[config.mk]
export PLATFORM = sky130hd
export DESIGN_NAME = lsu
export DESIGN_NICKNAME = d
export VERILOG_FILES = /design/src/rtl/lsu_pkg.sv /design/src/rtl/lsu_align.sv /design/src/rtl/lsu.sv
export SDC_FILE = /design/constraint.sdc
export NUM_CORES = 1
export LEC_CHECK = 0
export CAP_MARGIN = 0
export CORE_MARGIN = 8
export CORE_UTILIZATION = 45
export DETAILED_ROUTE_END_ITERATION = 6
export PLACE_DENSITY = 0.79
export SETUP_SLACK_MARGIN = 0.4
export SKIP_CTS_REPAIR_TIMING = 1
export SLEW_MARGIN = 20
export SYNTH_ARGS = -nofsm -noshare
export SYNTH_HDL_FRONTEND = slang
export SYNTH_HIERARCHICAL = 1
export SYNTH_SLANG_ARGS = --single-unit
[constraint.sdc]
create_clock -name clk -period 4.85 [get_ports clk]
set_input_delay 0.485 -clock clk [delete_from_list [all_inputs] [get_ports clk]]
set_output_delay 0.485 -clock clk [all_outputs]
set_load 0.02 [all_outputs]
[src/rtl/lsu_pkg.sv]
// Shared widths, access-size encodings and request legality helper for the
// load/store unit.
package lsu_pkg;

  localparam int REG_W = 32;
  localparam int CNT_W = 4;

  localparam logic [2:0] LOAD_B  = 3'b000;
  localparam logic [2:0] LOAD_H  = 3'b001;
  localparam logic [2:0] LOAD_W  = 3'b010;
  localparam logic [2:0] LOAD_BU = 3'b100;
  localparam logic [2:0] LOAD_HU = 3'b101;

  localparam logic [2:0] STORE_B = 3'b000;
  localparam logic [2:0] STORE_H = 3'b001;
  localparam logic [2:0] STORE_W = 3'b010;

  function automatic logic size_legal(input logic is_store, input logic [2:0] size);
    if (is_store) begin
      return (size == STORE_B) || (size == STORE_H) || (size == STORE_W);
    end else begin
      return (size == LOAD_B) || (size == LOAD_H) || (size == LOAD_W) ||
             (size == LOAD_BU) || (size == LOAD_HU);
    end
  endfunction

endpackage

[src/rtl/lsu_align.sv]
// Byte-lane steering: lane mask, lane-shifted store data and misalignment
// flag from the access size and the low address bits.
module lsu_align
  import lsu_pkg::*;
(
  input  logic [2:0]       size_i,
  input  logic [1:0]       addr_lo_i,
  input  logic [REG_W-1:0] wdata_i,
  output logic [3:0]       lanes_o,
  output logic [REG_W-1:0] wdata_o,
  output logic             misalign_o
);

  always_comb begin
    lanes_o    = 4'b0000;
    misalign_o = 1'b0;
    case (size_i[1:0])
      2'b00: lanes_o = 4'b0001 << addr_lo_i;
      2'b01: begin
        lanes_o    = 4'b0011 << addr_lo_i;
        misalign_o = addr_lo_i[0];
      end
      2'b10: begin
        lanes_o    = 4'b1111;
        misalign_o = (addr_lo_i != 2'b00);
      end
      default: begin
        lanes_o    = 4'b0000;
        misalign_o = 1'b0;
      end
    endcase
  end

  assign wdata_o = wdata_i << {addr_lo_i, 3'b000};

endmodule

[src/rtl/lsu.sv]
// Load/store unit: one request per handshake, one-cycle memory strobe from
// registered state, LAT-cycle SRAM latency, response held until writeback.
module lsu
  import lsu_pkg::*;
#(
  parameter int LAT = 1
) (
  input  logic             clk,
  input  logic             rst,
  input  logic             in_valid,
  output logic             in_ready,
  input  logic             in_is_load,
  input  logic             in_is_store,
  input  logic [2:0]       in_size,
  input  logic [REG_W-1:0] in_addr,
  input  logic [REG_W-1:0] in_wdata,
  output logic             out_valid,
  input  logic             out_ready,
  output logic [REG_W-1:0] out_rdata,
  output logic             out_err,
  output logic             mem_wen,
  output logic [7:0]       wmask,
  output logic [REG_W-1:0] waddr,
  output logic [REG_W-1:0] wdata,
  output logic             mem_ren,
  output logic [2:0]       rmask,
  output logic [REG_W-1:0] raddr,
  input  logic [REG_W-1:0] rdata
);

  typedef enum logic [1:0] {
    S_IDLE  = 2'd0,
    S_ISSUE = 2'd1,
    S_WAIT  = 2'd2,
    S_RESP  = 2'd3
  } state_e;

  localparam logic [CNT_W-1:0] WAIT_LAST = CNT_W'((LAT > 1) ? LAT - 2 : 0);

  state_e           state_q;
  logic             out_valid_q, out_err_q, mem_wen_q, mem_ren_q;
  logic [REG_W-1:0] out_rdata_q, waddr_q, wdata_q, raddr_q;
  logic [3:0]       wmask_q;
  logic [2:0]       rmask_q;
  logic [CNT_W-1:0] cnt_q;

  logic [3:0]       lanes_s;
  logic [REG_W-1:0] wdata_sh_s;
  logic             misalign_s, noop_s, bad_s;

  lsu_align u_align (
    .size_i    (in_size),
    .addr_lo_i (in_addr[1:0]),
    .wdata_i   (in_wdata),
    .lanes_o   (lanes_s),
    .wdata_o   (wdata_sh_s),
    .misalign_o(misalign_s)
  );

  assign noop_s = !in_is_load && !in_is_store;
  assign bad_s  = (in_is_load && in_is_store) ||
                  (!noop_s && (misalign_s || !size_legal(in_is_store, in_size)));

  // Request FSM; memory-side registers are non-zero only while in ISSUE.
  always_ff @(posedge clk or negedge rst) begin
    if (!rst) begin
      state_q     <= S_IDLE;
      out_valid_q <= 1'b0;
      out_err_q   <= 1'b0;
      out_rdata_q <= '0;
      mem_wen_q   <= 1'b0;
      mem_ren_q   <= 1'b0;
      wmask_q     <= 4'b0000;
      waddr_q     <= '0;
      wdata_q     <= '0;
      rmask_q     <= 3'b000;
      raddr_q     <= '0;
      cnt_q       <= '0;
    end else begin
      case (state_q)
        S_IDLE: begin
          if (in_valid) begin
            out_rdata_q <= '0;
            out_err_q   <= bad_s;
            cnt_q       <= '0;
            if (bad_s || noop_s) begin
              state_q     <= S_RESP;
              out_valid_q <= 1'b1;
            end else begin
              state_q   <= S_ISSUE;
              mem_wen_q <= in_is_store;
              mem_ren_q <= in_is_load;
              if (in_is_store) begin
                wmask_q <= lanes_s;
                waddr_q <= {in_addr[REG_W-1:2], 2'b00};
                wdata_q <= wdata_sh_s;
              end else begin
                rmask_q <= in_size;
                raddr_q <= in_addr;
              end
            end
          end
        end
        S_ISSUE: begin
          mem_wen_q <= 1'b0;
          mem_ren_q <= 1'b0;
          wmask_q   <= 4'b0000;
          waddr_q   <= '0;
          wdata_q   <= '0;
          rmask_q   <= 3'b000;
          raddr_q   <= '0;
          if (mem_ren_q) begin
            out_rdata_q <= rdata;
          end
          if (LAT == 1) begin
            state_q     <= S_RESP;
            out_valid_q <= 1'b1;
          end else begin
            state_q <= S_WAIT;
          end
        end
        S_WAIT: begin
          if (cnt_q == WAIT_LAST) begin
            state_q     <= S_RESP;
            out_valid_q <= 1'b1;
            cnt_q       <= '0;
          end else begin
            cnt_q <= cnt_q + {{(CNT_W-1){1'b0}}, 1'b1};
          end
        end
        S_RESP: begin
          if (out_ready) begin
            state_q     <= S_IDLE;
            out_valid_q <= 1'b0;
            out_err_q   <= 1'b0;
            out_rdata_q <= '0;
          end
        end
        default: state_q <= S_IDLE;
      endcase
    end
  end

  assign in_ready  = (state_q == S_IDLE);
  assign out_valid = out_valid_q;
  assign out_rdata = out_rdata_q;
  assign out_err   = out_err_q;
  assign mem_wen   = mem_wen_q;
  assign wmask     = {4'b0000, wmask_q};
  assign waddr     = waddr_q;
  assign wdata     = wdata_q;
  assign mem_ren   = mem_ren_q;
  assign rmask     = rmask_q;
  assign raddr     = raddr_q;

endmodule

# Yosys cells after proc, flatten, opt, wreduce, memory -nomap -nowiden
# Index checks and enable logic that the tools add are counted.
[word_totals]
input_bits = 105
output_inout_bits = 144
ff_bits = 145
elab_cells = 112
[op_classes]
n_reduce_logical = 31
mux = 48
n_eq_ne = 17
n_shift = 3
addsub = 1
[ops]
columns = ["op", "count"]
rows = [
  ["$mux W32", 12],
  ["$pmux W32 S2", 3],
  ["$pmux W32 S3", 1],
  ["$shl A32 B5 Y32", 1],
  ["$mux W4", 5],
  ["$pmux W4 S2", 2],
  ["$reduce_and A4 Y1", 4],
  ["$ne A2 B2 Y1 const B", 6],
  ["$pmux W4 S3", 1],
  ["$mux W1", 10],
  ["$mux W3", 3],
  ["$reduce_and A3 Y1", 3],
  ["$mux W2", 4],
  ["$pmux W1 S2", 4],
  ["$pmux W2 S4", 1],
  ["$reduce_bool A2 Y1", 4],
  ["$logic_or A1 B1 Y1", 7],
  ["$eq A2 B2 Y1 const B", 3],
  ["$eq A3 B3 Y1 const B", 2],
  ["$pmux W3 S2", 1],
  ["$add A4 B1 Y4 const B", 1],
  ["$eq A2 B1 Y1 const B", 2],
  ["$logic_not A1 Y1", 4],
  ["$logic_not A2 Y1", 2],
  ["other kinds (11)", 14],
]

# Longest topological paths before layout
# Gate-level depths: netlist (run 1).
[logic_depth]
depth_word = 14
ltp_mapped = 11
ltp_nobuf = 8

# Cells and area by module
# Netlist (run 1), hierarchy kept.
[modules_own_cells]
columns = ["mod", "cells_per_inst", "seq_area_each_um2", "area_each_um2", "instances"]
rows = [
  ["lsu", 665, 3578.4, 6777.8, 1],
  ["lsu_align", 80, 0.0, 628.1, 1],
]

# Worst setup path before layout (run 1)
# Ideal clock, no wire load.
[synth_timing]
path_kind = "input port to flip-flop"
startpoint = "input port in_addr[0]"
endpoint = "register waddr_q[21], in the netlist waddr[21]"
arrival_time_ns = 2.076
cell_stages = 11
n_path_buf = 5
path_slack_ns = 2.642
cell_sequence = "buf_6 -> buf_6 -> o21ai_0 -> a21oi_1 -> nor4b_2 -> nand4_1 -> buf_2 -> buf_6 -> buf_6 -> mux2i_1 -> o21ai_1"
[synth_via]
elab_chain_len = 8
[synth_lines]
columns = ["element", "line", "source"]
rows = [
  ["start, declared", "lsu.sv:15", "input logic [REG_W-1:0] in_addr,"],
  ["$reduce_bool A2 Y1", "lsu_align.sv:25", "misalign_o = (addr_lo_i != 2'b00);"],
  ["$pmux W1 S2 *", "lsu_align.sv:17", "case (size_i[1:0])"],
  ["named net misalign_s", "lsu.sv:49", "logic misalign_s, noop_s, bad_s;"],
  ["$logic_or A1 B1 Y1 *", "lsu.sv:62", "(!noop_s && (misalign_s || !size_legal(in_is_store, in_size)));"],
  ["$logic_and A1 B1 Y1 *", "lsu.sv:62", ""],
  ["$logic_or A1 B1 Y1 *", "lsu.sv:61", "assign bad_s = (in_is_load && in_is_store) ||"],
  ["$logic_or A1 B1 Y1 *", "lsu.sv:86", "if (bad_s || noop_s) begin"],
  ["$ne A2 B2 Y1 (no line) *", "-", ""],
  ["$reduce_and A4 Y1 (no line) *", "-", ""],
  ["end signal, assigned", "lsu.sv:95", "waddr_q <= {in_addr[REG_W-1:2], 2'b00};"],
  ["end, declared", "lsu.sv:42", "logic [REG_W-1:0] out_rdata_q, waddr_q, wdata_q, raddr_q;"],
]
# Mark *: on every way through the listed nets, which the timed path passes. The rest lies on a longest branch.
# A chain may end at the register's enable or synchronous reset.

# Worst setup path in the final report (run 1)
[layout_timing]
startpoint = "register state_q[0]"
endpoint = "output port in_ready"
[layout_via]
elab_chain_len = 1
[layout_lines]
columns = ["element", "line", "source"]
rows = [
  ["start, declared", "lsu.sv:40", "state_e state_q;"],
  ["start signal, assigned", "lsu.sv:67", "state_q <= S_IDLE;"],
  ["start signal, assigned", "lsu.sv:87", "state_q <= S_RESP;"],
  ["start signal, assigned", "lsu.sv:90", "state_q <= S_ISSUE;"],
  ["$logic_not A2 Y1", "lsu.sv:144", "assign in_ready = (state_q == S_IDLE);"],
  ["end, declared", "lsu.sv:11", "output logic in_ready,"],
]
# No other way between the ends.

==> results of run 1 <==
[critical path, cell delays in order, from the launching register on]
cell and delay (ns):
dfrtp_1 0.44, inv_1 0.17, ha_4 0.62, clkdlybuf4s50_1 0.73
[where the power goes]
group / switching [W] / leakage [nW] / internal, W
Sequential: 0.000136 / 1.96 / 0.00139
Combinational: 0.00106 / 2.45 / 0.000665
Clock: 0.000501 / 0.306 / 0.000901
[layer usage]
metal	vias up	GRT usage	share of wire
met3	37	0.0885	0.11
met2	244	0.331	0.46
met4	0	0.0854	0.026
li1	3055	-	-
met1	3159	0.268	0.41
met5	-	0	0
[cell usage after synthesis (all sizes together), types with 8 or more instances]
| cell | count | area, um2 |
|---|---|---|
| buf | 39 | 253 |
| o22ai | 36 | 225 |
| o21ai | 109 | 549 |
| nand2 | 106 | 398 |
| inv | 11 | 41.3 |
| dfrtp | 143 | 3580 |
| clkbuf | 28 | 105 |
| mux2i | 135 | 1350 |
| o2bb2ai | 8 | 70.1 |
| ha | 9 | 113 |
| and2 | 9 | 56.3 |
| nand3 | 68 | 340 |
| nor2 | 11 | 41.3 |
[cells in the final DEF, fill, tap and decap left out, types with 2 or more instances in the layout]
cell | netlist | routed
o22ai_1 | 36 | 36
clkbuf_1 | 28 | 2
nor2b_1 | 3 | 3
and2_1 | 9 | 9
a21oi_1 | 2 | 2
inv_1 | 10 | 10
mux2i_1 | 135 | 135
nand3_1 | 68 | 68
clkdlybuf4s50_1 | 0 | 240
clkinvlp_4 | 0 | 2
ha_4 | 0 | 2
bufinv_16 | 0 | 4
o2bb2ai_1 | 8 | 8
dfrtp_1 | 143 | 143
o21a_1 | 2 | 2
nand2_1 | 106 | 106
buf_4 | 16 | 9
clkbuf_16 | 0 | 17
o21ai_0 | 98 | 98
clkbuf_8 | 0 | 3
o31ai_1 | 3 | 3
ha_1 | 9 | 7
nand2b_1 | 2 | 2
o21ai_1 | 10 | 10
nor2_1 | 11 | 11
nor3_1 | 2 | 2
o221ai_1 | 2 | 2
clkinv_2 | 0 | 3
conb_1 | 1 | 6
[worst paths after layout]
path | startpoint | endpoint | slack [ns]
max | state_q[0] | in_ready | 1.97
min reg2reg | out_rdata[27] | out_rdata[27] | 0.48
max in group asynchronous | rst | wdata[18] | 3.46
max reg2reg | state_q[0] | out_valid | 2.04
min in group clk | out_rdata[27] | out_rdata[27] | 0.48
min | rst | raddr[9] | 0.17
[cells by family after synthesis]
| group | count (synthesis) |
|---|---|
| other | 1 |
| adder cells (fa/ha/maj) | 9 |
| flip-flops | 143 |
| AO/OA/AOI/OAI | 169 |
| multiplexers | 136 |
| AND/OR/NAND/NOR | 209 |
| buffers and inverters | 78 |
[sequential cells by signal, indices dropped and copies added, names as in the netlist]
register   flops
cnt_q          4
mem_ren        1
mem_wen        1
out_err        1
out_rdata     32
out_valid      1
raddr         32
rmask          3
state_q        2
waddr         30
wdata         32
wmask_q        4
[final cells by class]
type | instances | area [um2] | area share
Timing Repair Buffer | 252 | 2510 | 0.238
Clock inverter | 10 | 159 | 0.0151
Sequential cell | 143 | 3580 | 0.340
Clock buffer | 22 | 474 | 0.0451
Tap cell | 220 | 275 | 0.0262
Multi-Input combinational cell | 529 | 3480 | 0.331
Inverter | 11 | 41.3 | 0.00393
[per-stage QoR]
step           hold WS (ns)  cells
2_1_floorplan         0.189    750
3_3_place_gp          0.461   1155
3_5_place_dp          0.469   1155
4_1_cts               0.220   1187
5_1_grt               0.248   1187
6_report              0.168   1187
==> reports/metrics.yaml, run 1 <==
run_status:
  status: "finished, final reports clean"
worst_hold_path:
  hold_class: "in -> async"
place:
  gp_congestion: 0.755
  dpl_cell_area_um2: 9880
  post-dp-hpwl_um: 15500
  dp_slack_ns: 1.70
  place.port_buffers: 242
synth:
  synthesis.area_um2: 7410
  synth-edff-count: 0
  synth_seq_cells: 143
  synth_cell_types: 43
  synth_warnings: 6
  synth_compound_area_frac: 0.134
  ys_seq_area_frac: 0.483
  synth_top_family_by_area: "multiplexers"
  synth_ff_type: "dfrtp_1"
  synth_xor_area_frac: 0
  avgSynthCellArea_um2: 9.94
  postSynthCellCount: 745
  synth_fa_ha_area_frac: 0.0152
  async_flop_share: 1.00
  synthMuxAreaShare: 0.184
  synth_simple_gate_area_share: 0.129
detailed_routing:
  ant_nets: 0
  initialDrtViolationCount: 512
  via_per_inst: 5.47
  wl_per_cell_um: 19.0
  first_pass_iters: 5
  vias: 6495
  drc: 0
  wl_um: 22600
clock_network:
  cts_buffers: 17
  clk_latency_ns: 0.41
  cts_tree: "built"
  clock-sinks: 143
  root_buffer: "clkbuf_16"
  path_clk_slew_ns: 0.06
  htreeDepth: 4
  clockBufferDepth: 2
grt:
  grt_use_total: 0.217
  grt_overflow_total: 0
  grt_pass1_vias: 6489
  antenna_found_initial: 0
  grt_pass1_wl_um: 35400
  grt_max_degree: 101
layout:
  final_core_util: 0.643
  layout.nets: 1068
  antenna_cells: 0
  final_cell_area_um2: 10500
  fill_cells: 1358
  layout-drive-gt1-share: 0.0538
  area_growth_pct: 42.0
sta:
  setup_tns_ns: 0
  fmax_mhz: 348
  finalHoldViolCount: 0
  finalSetupViolCount: 0
  drv_slew: 0
  rsz0062_at_grt: "no"
  timing.final.ws_setup_ns: 1.97
  tightest_slew_ns: 0.941
  period_minus_slack_ns: 2.88
  post-route-period-util: 0.593
  fin_skew_ns: 0.00659
  max-slew-margin-rel: 0.372
setup_path:
  worstSetupStartpointType: "register"
  arrival_ns: 2.39
  critPathRequiredTime_ns: 4.37
  cp_max_fo: 61
  cp-end-kind: "primary output"
  crit_type: "reg -> out"
  reg2reg_depth: 6
die:
  dieArea_um2: 20800
  placementRows: 47
  coreArea_um2: 16300
  die_w_um: 144
  die_y_um: 144
  start_util: 0.453
  num_io_pins: 249
power:
  vdd_drop_max_mv: 0.251
  power.total_w: 0.00465
  p_leak_nw: 4.72
  power_density_nw_per_um2: 442
run:
  cap_violations: 0
Note: power is estimated with default switching activity, not from simulation.
==> run 2, diff against run 1 <==
==> constraint.sdc (replaced) <==
create_clock -name clk -period 2.65 [get_ports clk]
set_input_delay 0.265 -clock clk [delete_from_list [all_inputs] [get_ports clk]]
set_output_delay 0.265 -clock clk [all_outputs]
set_load 0.02 [all_outputs]
==> run 2 against run 1 <==
  * Clock power grew 71%
  * Power grew 81%
  * Utilization grew 1.1 points
  * Final cell count grew 1.7%
  * First-iteration DRC count shrank 24%
  * Routed wire length grew 3.4%
  * Clock skew grew 0.0048 ns
  * Sequential power grew 84%
  * Largest power group unchanged
==> reports/metrics.yaml, run 2 (same netlist as run 1, synthesis figures left out) <==
clock_network:
  clk_latency_ns: 0.42  # was 0.41 ns
  htreeDepth: 4  # unchanged
  root_buffer: "clkbuf_16"  # unchanged
  clock-sinks: 143  # unchanged
  clockBufferDepth: 2  # unchanged
  path_clk_slew_ns: 0.07  # was 0.06 ns
  cts_tree: "built"  # unchanged
  cts_buffers: 17  # unchanged
layout:
  instances_no_fill: 1207  # was 1187
  layout-drive-gt1-share: 0.0740  # was 0.0538
  final_cell_area_um2: 10700  # was 10500 um2
  most-common-layout-cells: "clkdlybuf4s50_1 (238), dfrtp_1 (143), mux2i_1 (135)"  # was clkdlybuf4s50_1 (240), dfrtp_1 (143), mux2i_1 (135)
  area_growth_pct: 44.5  # was 42.0%
  layout.nets: 1087  # was 1068
  mostFrequentLayoutCell: "clkdlybuf4s50_1"  # unchanged
setup_path:
  worstSetupStartpointType: "register"  # unchanged
  max_stage_delay_ns: 0.63  # was 0.73 ns
  critPathLaunch: "state_q[1]"  # was state_q[0]
  path_cells: "inv_1 -> ha_4 -> clkdlybuf4s50_1"  # unchanged
  crit_type: "reg -> out"  # unchanged
  r2r-start: "state_q[1]"  # was state_q[0]
  critPathRequiredTime_ns: 2.38  # was 4.37 ns
  path_delay_family: "buffers and inverters"  # unchanged
  cp-end-kind: "primary output"  # unchanged
  arrival_ns: 1.90  # was 2.39 ns
  slowest_stage: "clkdlybuf4s50_1"  # unchanged
  crit_buf_inv: 2  # unchanged
  cp_max_fo: 11  # was 61
sta:
  fmax_mhz: 462
  timing.final.ws_setup_ns: 0.487  # was 1.97 ns
  fin_skew_ns: 0.0114  # was 0.00659 ns
  post-route-period-util: 0.816
  finalSetupViolCount: 0  # unchanged
  period_minus_slack_ns: 2.16
  max-slew-margin-rel: 0.547  # was 0.372
  finalHoldViolCount: 0  # unchanged
  drv_slew: 0  # unchanged
  rsz0062_at_grt: "no"  # unchanged
  tightest_slew_ns: 0.680  # was 0.941 ns
detailed_routing:
  via_per_inst: 5.44  # was 5.47
  wl_per_cell_um: 19.4  # was 19.0 um
  ant_nets: 0  # unchanged
  drc: 0  # unchanged
  vias: 6567  # was 6495
  first_pass_iters: 5  # unchanged
  initialDrtViolationCount: 391  # was 512
  wl_um: 23400  # was 22600 um
die:
  num_io_pins: 249  # unchanged
  placementRows: 47  # unchanged
  die_w_um: 144  # unchanged
  coreArea_um2: 16300  # unchanged
  die_y_um: 144  # unchanged
  dieArea_um2: 20800  # unchanged
  start_util: 0.453  # unchanged
grt:
  antenna_found_initial: 1  # was 0
  grt_pass1_wl_um: 35700  # was 35400 um
  grt_use_total: 0.219  # was 0.217
  grt_pass1_vias: 6498  # was 6489
  grt_max_degree: 95  # was 101
  grt_overflow_total: 0  # unchanged
place:
  gp_congestion: 0.783  # was 0.755
  dpl_cell_area_um2: 10000  # was 9880 um2
  dp.cells: 1168  # was 1155
  place.port_buffers: 242  # unchanged
  post-dp-hpwl_um: 16000  # was 15500 um
  dp_slack_ns: -0.0262  # was 1.70 ns
power:
  power_density_nw_per_um2: 784  # was 442 nW/um2
  power.total_w: 0.00840  # was 0.00465 W
  p_leak_nw: 4.84  # was 4.72 nW
  vdd_drop_max_mv: 0.543  # was 0.251 mV
worst_hold_path:
  hold_start: "rdata[27]"
  hold_class: "in -> reg"  # was in -> async
run_status:
  status: "finished, final reports clean"  # unchanged
run:
  cap_violations: 0  # unchanged
[run 2: cell types whose count changed in the layout (fill, tap and decap cells not counted), sizes merged]
cell	change
dlygate4sd3	+1
clkbuf	-4
inv	+9
bufinv	-3
clkinvlp	-1
dlymetal6s2s	+2
diode	+1
buf	+17
clkdlybuf4s50	-2
[run 2: cell type report]
cell class,instances,area [um2]
Fill cell,1339,5640
Antenna cell,1,2.50
Inverter,11,41.3
Clock inverter,15,164
Sequential cell,143,3580
Multi-Input combinational cell,529,3490
Tap cell,220,275
Clock buffer,17,425
Timing Repair Buffer,271,2730
[run 2: worst register-to-register path: cells and delay by family, from the launching register on]
family | cells | cell delay [ns]
adder cells (fa/ha/maj) | 1 | 0.25
AO/OA/AOI/OAI | 1 | 0.12
AND/OR/NAND/NOR | 2 | 0.42
multiplexers | 1 | 0.25
flip-flops | 1 | 0.41
buffers and inverters | 3 | 0.51
[run 2: report_power, final]
part	internal [W]	switching, W	total (W)
combinational	0.00125	0.00196	0.00321
clock	0.00134	0.00106	0.00240
sequential	0.00254	0.000252	0.00279
[run 2: layer usage]
layer / GRT usage / routed length, um
met5: 0 / 0
met4: 0.0526 / 282
met3: 0.0911 / 2290
met2: 0.348 / 11300
met1: 0.271 / 9540
[run 2: through the flow]
step                      TNS, ns  hold WS, ns   util
after floorplan                 0      -0.0306      -
after global placement          0        0.336  0.612
after detailed placement  -0.0731        0.333  0.612
after CTS                       0       -0.117  0.648
after global routing            0        0.386  0.655
final                           0        0.389  0.655
[run 2: path summary, 6_finish.rpt]
check / end / slack, ns / cells past startpoint
max in group asynchronous: waddr[18] / 1.40 / 3
max: in_ready / 0.49 / 3
min in group asynchronous: waddr[8] / 0.42 / 2
min reg2reg: out_rdata[18] / 0.48 / 2
min: out_rdata[27] / 0.39 / 3
max reg2reg: raddr[13] / 0.53 / 8
